[config.mk]
export PLATFORM = sky130hd
export DESIGN_NAME = muldiv_unit
export DESIGN_NICKNAME = d
export VERILOG_FILES = /design/src/rtl/muldiv_unit.sv
export SDC_FILE = /design/constraint.sdc
export NUM_CORES = 1
export LEC_CHECK = 0
export ABC_AREA = 0
export CORE_MARGIN = 4
export CORE_UTILIZATION = 50
export DETAILED_ROUTE_END_ITERATION = 10
export PLACE_DENSITY_LB_ADDON = 0.3
export SLEW_MARGIN = 5
export SYNTH_ARGS = -nofsm -noshare
export SYNTH_HDL_FRONTEND = slang
export SYNTH_SLANG_ARGS = --single-unit
[constraint.sdc]
create_clock -name clk -period 6.5 [get_ports clk]
set_input_delay 1.625 -clock clk [delete_from_list [all_inputs] [get_ports clk]]
set_output_delay 1.625 -clock clk [all_outputs]
set_load 0.01 [all_outputs]
[src/rtl/muldiv_unit.sv]
// muldiv_unit: iterative RV32M-style multiply/divide unit for the EX stage.
//
// Handles MUL, MULH, MULHSU, MULHU, DIV, DIVU, REM and REMU for any even XLEN
// from 8 to 64. It accepts one operation at a time and stalls the pipeline
// through busy_o. The result is returned with a single-cycle valid_o pulse.
//
// Ports:
//   clk       CPU clock, rising-edge
//   rst_n     asynchronous active-low reset
//   start_i   request, sampled only when idle or in the result cycle
//   op_i      funct3 operation select
//   a_i/b_i   rs1/rs2 operands
//   flush_i   abort any in-flight operation
//   busy_o    stall request (high while computing)
//   valid_o   one-cycle result strobe
//   result_o  result, held until the next accepted start
module muldiv_unit #(
  parameter int unsigned XLEN  = 32,
  parameter int unsigned CNT_W = $clog2(XLEN) + 1
) (
  input  logic            clk,
  input  logic            rst_n,
  input  logic            start_i,
  input  logic [2:0]      op_i,
  input  logic [XLEN-1:0] a_i,
  input  logic [XLEN-1:0] b_i,
  input  logic            flush_i,
  output logic            busy_o,
  output logic            valid_o,
  output logic [XLEN-1:0] result_o
);

  localparam int unsigned W2 = 2 * XLEN;

  typedef enum logic [1:0] {StIdle, StRun, StFix, StDone} state_e;

  state_e            state_q, state_d;
  logic [2:0]        op_q, op_d;
  logic              neg_q, neg_d;
  logic [XLEN-1:0]   dvsr_q, dvsr_d;
  logic [W2-1:0]     acc_q, acc_d;
  logic [CNT_W-1:0]  cnt_q, cnt_d;
  logic              valid_q, valid_d;
  logic [XLEN-1:0]   result_q, result_d;

  // Operand decode for the incoming request.
  logic            a_signed, b_signed, a_neg, b_neg;
  logic [XLEN-1:0] a_mag, b_mag;
  logic            fast_zero, fast_ovf, accept;

  always_comb begin
    a_signed = 1'b0;
    b_signed = 1'b0;
    case (op_i)
      3'd1, 3'd4, 3'd6: begin
        a_signed = 1'b1;
        b_signed = 1'b1;
      end
      3'd2:    a_signed = 1'b1;
      default: ;
    endcase
  end

  assign a_neg = a_signed & a_i[XLEN-1];
  assign b_neg = b_signed & b_i[XLEN-1];
  assign a_mag = a_neg ? (~a_i + XLEN'(1)) : a_i;
  assign b_mag = b_neg ? (~b_i + XLEN'(1)) : b_i;

  assign fast_zero = op_i[2] && (b_i == '0);
  // Only DIV/REM (op[0]==0) can overflow: most-negative / -1.
  assign fast_ovf  = op_i[2] && !op_i[0] && (a_i == {1'b1, {(XLEN-1){1'b0}}}) && (&b_i);

  assign accept = start_i && !flush_i && ((state_q == StIdle) || (state_q == StDone));

  // One iteration of each datapath.
  logic [XLEN:0]   mul_sum, rem_sh, div_diff;
  logic [W2-1:0]   mul_next, div_next;

  assign mul_sum  = {1'b0, acc_q[W2-1:XLEN]} + {1'b0, dvsr_q};
  assign mul_next = acc_q[0] ? {mul_sum, acc_q[XLEN-1:1]} : {1'b0, acc_q[W2-1:1]};

  // Partial remainder stays below the divisor, so XLEN+1 bits hold the shift.
  assign rem_sh   = acc_q[W2-1:XLEN-1];
  assign div_diff = rem_sh - {1'b0, dvsr_q};
  assign div_next = div_diff[XLEN] ? {rem_sh[XLEN-1:0], acc_q[XLEN-2:0], 1'b0}
                                   : {div_diff[XLEN-1:0], acc_q[XLEN-2:0], 1'b1};

  // Sign fix-up and result selection.
  logic [W2-1:0]   prod_fix;
  logic [XLEN-1:0] quot_fix, rem_fix, fix_res;

  assign prod_fix = neg_q ? (~acc_q + W2'(1)) : acc_q;
  assign quot_fix = neg_q ? (~acc_q[XLEN-1:0] + XLEN'(1)) : acc_q[XLEN-1:0];
  assign rem_fix  = neg_q ? (~acc_q[W2-1:XLEN] + XLEN'(1)) : acc_q[W2-1:XLEN];

  always_comb begin
    fix_res = '0;
    case (op_q)
      3'd0:             fix_res = acc_q[XLEN-1:0];
      3'd1, 3'd2, 3'd3: fix_res = prod_fix[W2-1:XLEN];
      3'd4, 3'd5:       fix_res = quot_fix;
      default:          fix_res = rem_fix;
    endcase
  end

  // Next-state logic.
  always_comb begin
    state_d  = state_q;
    op_d     = op_q;
    neg_d    = neg_q;
    dvsr_d   = dvsr_q;
    acc_d    = acc_q;
    cnt_d    = cnt_q;
    valid_d  = 1'b0;
    result_d = result_q;

    case (state_q)
      StIdle, StDone: begin
        state_d = StIdle;
        if (accept) begin
          op_d   = op_i;
          dvsr_d = b_mag;
          cnt_d  = '0;
          if (fast_zero) begin
            acc_d   = {a_i, {XLEN{1'b1}}};
            neg_d   = 1'b0;
            state_d = StFix;
          end else if (fast_ovf) begin
            acc_d   = {{XLEN{1'b0}}, a_i};
            neg_d   = 1'b0;
            state_d = StFix;
          end else begin
            acc_d   = {{XLEN{1'b0}}, a_mag};
            state_d = StRun;
            case (op_i)
              3'd1, 3'd4: neg_d = a_neg ^ b_neg;
              3'd2, 3'd6: neg_d = a_neg;
              default:    neg_d = 1'b0;
            endcase
          end
        end
      end
      StRun: begin
        acc_d = op_q[2] ? div_next : mul_next;
        cnt_d = cnt_q + CNT_W'(1);
        if (cnt_q == CNT_W'(XLEN - 1)) begin
          state_d = StFix;
        end
      end
      StFix: begin
        result_d = fix_res;
        valid_d  = 1'b1;
        state_d  = StDone;
      end
      default: state_d = StIdle;
    endcase

    // Flush wins over everything except reset; the last result is kept.
    if (flush_i) begin
      state_d  = StIdle;
      valid_d  = 1'b0;
      result_d = result_q;
    end
  end

  always_ff @(posedge clk or negedge rst_n) begin
    if (!rst_n) begin
      state_q  <= StIdle;
      op_q     <= '0;
      neg_q    <= 1'b0;
      dvsr_q   <= '0;
      acc_q    <= '0;
      cnt_q    <= '0;
      valid_q  <= 1'b0;
      result_q <= '0;
    end else begin
      state_q  <= state_d;
      op_q     <= op_d;
      neg_q    <= neg_d;
      dvsr_q   <= dvsr_d;
      acc_q    <= acc_d;
      cnt_q    <= cnt_d;
      valid_q  <= valid_d;
      result_q <= result_d;
    end
  end

  assign busy_o   = (state_q == StRun) || (state_q == StFix);
  assign valid_o  = valid_q;
  assign result_o = result_q;

endmodule

==> flow_metrics.tcl, run 1 <==
set metrics [dict create \
    fp.dieH_um 181 \
    cts_setup_buffers 0 \
    met3_usage_pct 8.35 \
    pre_cts_slack_ps 1120 \
    synth-async-reset-ratio_pct 100 \
    route.final.wire_length_um 58100 \
    initial_core_util_pct 51.3 \
    vias 16400 \
    layout-drive-gt1-share_pct 5.53 \
    hold_class "reg2reg" \
    critical_path.max_fanout 16 \
    yosys.area.top_type "dfrtp_1" \
    gp_congestion 0.978 \
    finalCriticalPeriod_ps 5010 \
    fillers 2822 \
    cts_tree "done" \
    p_int_mw 4.71 \
    status "finished clean" \
    clk_pin_slew_ps 70 \
    avgRoutedWirePerCell_um 23.9 \
    syn_to_final_growth_pct 12.5 \
    r2r_slack_ps 1570 \
    drt-vias-per-instance 6.76 \
    die-area_um2 32700 \
    path_class "in2reg" \
    numCtsBuffers 17 \
    dr.pass1.iters 5 \
    seq_area_frac_synth_pct 23.7 \
    portBuffers 104 \
    worstSetupStartpoint "a_i[5]" \
    grt_use_total_pct 34.3 \
    mostFrequentLayoutCell "nand2_1" \
    grt_antenna_before_repair 1 \
    drt-initial-drc-count 2143 \
    cts_buffer_depth 2 \
    power.net_switching_mw 5.75 \
    vdd_drop_max_mv 0.320 \
    p_comb_share_pct 69.8 \
    setup_viol_count_final 0 \
    ant_nets 0 \
    drc 0 \
    cts_hold_buf 0 \
    p_per_area_nw_per_um2 624 \
    relSlewSlack_pct 18.9 \
    critical_path.n_buffers_inverters 2 \
    cts_resized 0 \
    synth.area.top_cells "dfrtp_1 (24%), a21oi_1 (7.0%), o21ai_0 (6.9%), ha_1 (6.0%), nand2_1 (5.9%)" \
    ys.flop_type "dfrtp_1" \
    hold_violations 0 \
    syn_area_um2 14900 \
    critPathMaxStageDelay_ps 590 \
    cp_top_family "simple AND/OR/NAND/NOR gates" \
    yosys.area.top_type_share_pct 23.7 \
    yosys_register_bits 141 \
    syn-instance-count 2022 \
    seqPwrFrac_pct 20.3 \
    synth_nets 2167 \
    p_leak_nw 6.90 \
    met2_usage_pct 49.9 \
    critical_path_arrival_ps 5370 \
    cp-start-kind "primary input" \
    grt_max_degree 106 \
    die_w_um 181 \
    layout_setup_ws_ps 1490 \
    synth_cell_types 79 \
    avgSynthCellArea_um2 7.38 \
    clock.fmax_mhz 200 \
    power.share.clock_pct 9.9 \
    hp-start "result_o[0]" \
    rows 62 \
    root_buffer "clkbuf_16" \
    path_cells "clkdlybuf4s50_1, or4_4, or3_4, or4_1, or3_1, nor2_1, nor2_1, buf_4, o41ai_1, a21oi_1, o21ai_0, a21boi_1" \
    clk-insertion-delay-late_ps 450 \
    rsz0062_at_grt "no" \
    diodes 0 \
    seqCellArea_um2 3530 \
    layout_common_cells "nand2_1 (236), a21oi_1 (207), o21ai_0 (206)" \
    skew_ps 20.1 \
    worstMarginPinSlew_ps 1210 \
    core_area_um2 29100 \
    r2r-start "acc_q[31]" \
    fin_crit_sh_pct 77.1 \
    grt-ovfl-total 0 \
    switching_share_pct 55.0 \
    maxSlewViolCount 0 \
    grt_first_pass_wirelength_um 89400 \
    htree_levels 4 \
    max-cap-violations 0 \
    synth-edff-count 0 \
    setup_tns_ps 0 \
    cp_common_cell "nor2_1" \
    crit_required_ps 6860 \
    met1_usage_pct 50.0 \
    grt-busiest-layer "met1" \
    clock-sinks 141 \
    multi_input_area_um2 10600 \
    pin_count 105 \
    grt_pass1_vias 15100 \
    nNetsFinal 2178 \
    cp-end-kind "flop" \
    critPathSlowestCell "or4_4" \
    ys_warn_count 0 \
    place_hpwl_um 43800 \
]
## power groups by stage
stage | logic, mW | clock network [mW] | registers, mW
5_1_grt | 8.01 | 1.06 | 2.16
2_1_floorplan | 5.34 | 0 | 1.61
6_report | 7.30 | 1.03 | 2.12
3_5_place_dp | 7.07 | 0 | 2.10
3_3_place_gp | 7.01 | 0 | 2.09
4_1_cts | 7.12 | 1.03 | 2.09
## cell type report
type,instances,area share [%]
Inverter,77,1.72
Timing Repair Buffer,138,7.74
Multi-Input combinational cell,1658,63.2
Clock buffer,18,2.62
Tap cell,384,2.87
Sequential cell,141,21.1
Clock inverter,13,0.836
## state kept, by name, summed over array words and instances (netlist names)
| name | flops |
|---|---|
| dvsr_q | 32 |
| neg_q | 1 |
| result_o | 32 |
| valid_o | 1 |
| acc_q | 64 |
| state_q | 2 |
| cnt_q | 6 |
| op_q | 3 |
## routing by layer
metal / routed length (um) / part of all wire [%]
met2: 24200 / 42
met3: 6790 / 12
met5: 10 / 0.017
met1: 25100 / 43
met4: 1910 / 3.3
## kinds of logic (layout without fill, tap and decap cells)
family                   after synthesis  count (layout)  share of synthesized area (%)
AO/OA/AOI/OAI                        741             741                           31.3
XOR/XNOR                             162             162                           9.51
adder cells (fa/ha/maj)               74              74                           6.31
buffers and inverters                223             246                           5.66
flip-flops                           141             141                           23.7
multiplexers                          47              47                           3.25
AND/OR/NAND/NOR                      634             634                           20.4
## stage by stage
stage / util, % / instances / hold slack (ps) / area (um^2) / total power, mW
global route: 57.6 / 2429 / 502 / 16800 / 11.2
detailed placement: 55.7 / 2398 / 467 / 16200 / 9.17
finish: 57.6 / 2429 / 478 / 16800 / 10.5
global placement: 55.7 / 2398 / 458 / 16200 / 9.10
CTS: 57.6 / 2429 / 484 / 16800 / 10.2
floorplan: - / 2022 / 466 / 14900 / 6.96
## final timing paths
path | end | cells after the start
min in group asynchronous | dvsr_q[3] | 1
max in group asynchronous | acc_q[24] | 2
setup / recovery | acc_q[31] | 12
hold / removal | result_o[0] | 2
setup reg to reg | acc_q[45] | 14
hold reg to reg | result_o[0] | 2
## synthesized netlist by cell type (all sizes together) (12+ instances only)
cell type	instances
nand2	236
o21ai	214
a21oi	208
dfrtp	141
clkbuf	131
nor2	127
xor2	83
xnor2	79
inv	77
ha	72
nand3	52
a21o	46
nor3	41
o31ai	38
mux2i	36
or3	31
nand4	24
a31oi	22
or4	22
nand2b	20
o21bai	19
o41ai	19
a221oi	18
and3	18
a211oi	17
buf	15
o22ai	15
nor4	14
nor2b	13
o211ai	12
## worst min-delay path, stage by stage (launching register included)
cell	delay (ps)
dfrtp_1	340
nand2_1	50
nand2_1	50
Note: power is estimated with default switching activity, not from simulation.
==> run 2, diff against run 1 <==
==> constraint.sdc (replaced) <==
create_clock -name clk -period 5.24 [get_ports clk]
set_input_delay 1.31 -clock clk [delete_from_list [all_inputs] [get_ports clk]]
set_output_delay 1.31 -clock clk [all_outputs]
set_load 0.01 [all_outputs]
==> flow_metrics.tcl, run 2 (same netlist as run 1, synthesis figures left out) <==
set metrics [dict create \
    finalNonFillerCells 2446 \
    drt-vias-per-instance 6.71 \
    route.final.wire_length_um 56900 \
    worstMarginPinSlew_ps 1360 \
    numCtsBuffers 17 \
    largest-register "acc_q" \
    clk_pin_slew_ps 70 \
    cts_resized 0 \
    place_hpwl_um 43300 \
    relSlewSlack_pct 8.87 \
    root_buffer "clkbuf_16" \
    grt_pass1_vias 15000 \
    finalCriticalPeriod_ps 4680 \
    portBuffers 104 \
    pin_count 105 \
    status "finished clean" \
    nNetsFinal 2192 \
    critical_path_arrival_ps 4980 \
    skew_ps 17.8 \
    clock.fmax_mhz 214 \
    clk-insertion-delay-late_ps 440 \
    setup_tns_ps 0 \
    dr.pass1.iters 7 \
    path_class "in2reg" \
    rows 62 \
    placedCellCount 2412 \
    initial_core_util_pct 51.3 \
    critPathMaxStageDelay_ps 690 \
    p_leak_nw 6.97 \
    clock-sinks 141 \
    core_area_um2 29100 \
    crit_required_ps 5550 \
    drc 0 \
    cp_top_family "simple AND/OR/NAND/NOR gates" \
    avgRoutedWirePerCell_um 23.2 \
    cp_common_cell "nor2_1" \
    syn_to_final_growth_pct 13.2 \
    layout_common_cells "nand2_1 (236), a21oi_1 (207), o21ai_0 (206)" \
    cts_hold_buf 0 \
    max-cap-violations 0 \
    rsz0062_at_grt "no" \
    grt-ovfl-total 0 \
    cts_setup_buffers 0 \
    holdWs_ps 479 \
    critical_path.n_buffers_inverters 2 \
    fin_crit_sh_pct 89.2 \
    grt_first_pass_wirelength_um 87600 \
    grt_use_total_pct 33.4 \
    path_cells "clkdlybuf4s50_1, or4_4, or3_4, or4_1, or3_1, nor2_1, nor2_1, buf_4, o21ai_0, xor2_1, a21oi_1" \
    critical_path.max_fanout 14 \
    fp.dieH_um 181 \
    mostFrequentLayoutCell "nand2_1" \
    critPathSlowestCell "or4_4" \
    cp-start-kind "primary input" \
    r2r_slack_ps 640 \
    htree_levels 4 \
    post-route-util_pct 58.0 \
    grt_antenna_before_repair 0 \
    cts_tree "done" \
    vias 16400 \
    largest_reg_flops 64 \
    setup_viol_count_final 0 \
    cp-end-kind "flop" \
    die-area_um2 32700 \
    ant_nets 0 \
    die_w_um 181 \
    maxSlewViolCount 0 \
    layout-drive-gt1-share_pct 6.07 \
    hold_class "reg2reg" \
    drt-initial-drc-count 2073 \
    cts_buffer_depth 2 \
    p_per_area_nw_per_um2 770 \
    grt_max_degree 88 \
    hold_violations 0 \
    gp_congestion 0.982 \
    vdd_drop_max_mv 0.476 \
]
-- run 2: changes by cell type in the layout (fill, tap and decap cells not counted) --
cell / change
clkinv_4: +5
clkbuf_1: +2
inv_6: -3
diode_2: +3
inv_8: +1
clkinv_2: -1
clkbuf_8: -1
buf_4: +14
clkinvlp_4: -3
-- run 2: path summary, 6_finish.rpt --
kind / startpoint / to / cells past startpoint
max in group asynchronous: rst_n / acc_q[9] / 2
hold / removal: result_o[20] / result_o[20] / 1
setup reg to reg: acc_q[31] / acc_q[53] / 15
hold reg to reg: result_o[20] / result_o[20] / 1
min in group asynchronous: rst_n / dvsr_q[2] / 1
setup / recovery: a_i[5] / acc_q[15] / 11
-- run 2: routing by layer --
metal	GRT usage, %	part of all wire (%)	routed length (um)	vias to the layer above
met1	47.7	42	24100	7748
met3	8.28	12	6560	171
met4	10.5	3.3	1900	0
met2	50.0	43	24300	1027
met5	0	0	0	-
li1	-	-	-	7476
-- run 2: area by class of cell --
type,instances,area [um^2]
Fill cell,2759,12200
Timing Repair Buffer,152,1400
Clock buffer,19,433
Antenna cell,3,7.51
Tap cell,384,480
Clock inverter,12,141
Inverter,77,289
Multi-Input combinational cell,1658,10600
Sequential cell,141,3530
-- run 2: where the power goes --
part           internal [mW]  switching [mW]
Combinational           3.58            5.62
Sequential              1.58           0.955
Clock                  0.706           0.555
-- run 2: through the flow --
stage	power, mW	setup WS, ps	cell area (um^2)
after floorplan	8.63	1220	14900
after global placement	11.3	290	16300
after CTS	12.7	661	16900
after detailed placement	11.4	217	16300
after global routing	13.9	419	16900
final	13.0	565	16900
-- run 2: worst register-to-register path: cells and delay by family (launching register included) --
kind / cells / cell delay, ps
buf+inv: 3 / 670
mux: 1 / 340
compound gates: 6 / 1430
fa+ha+maj: 2 / 710
simple gates: 2 / 320
flops: 1 / 510
xor+xnor: 1 / 490
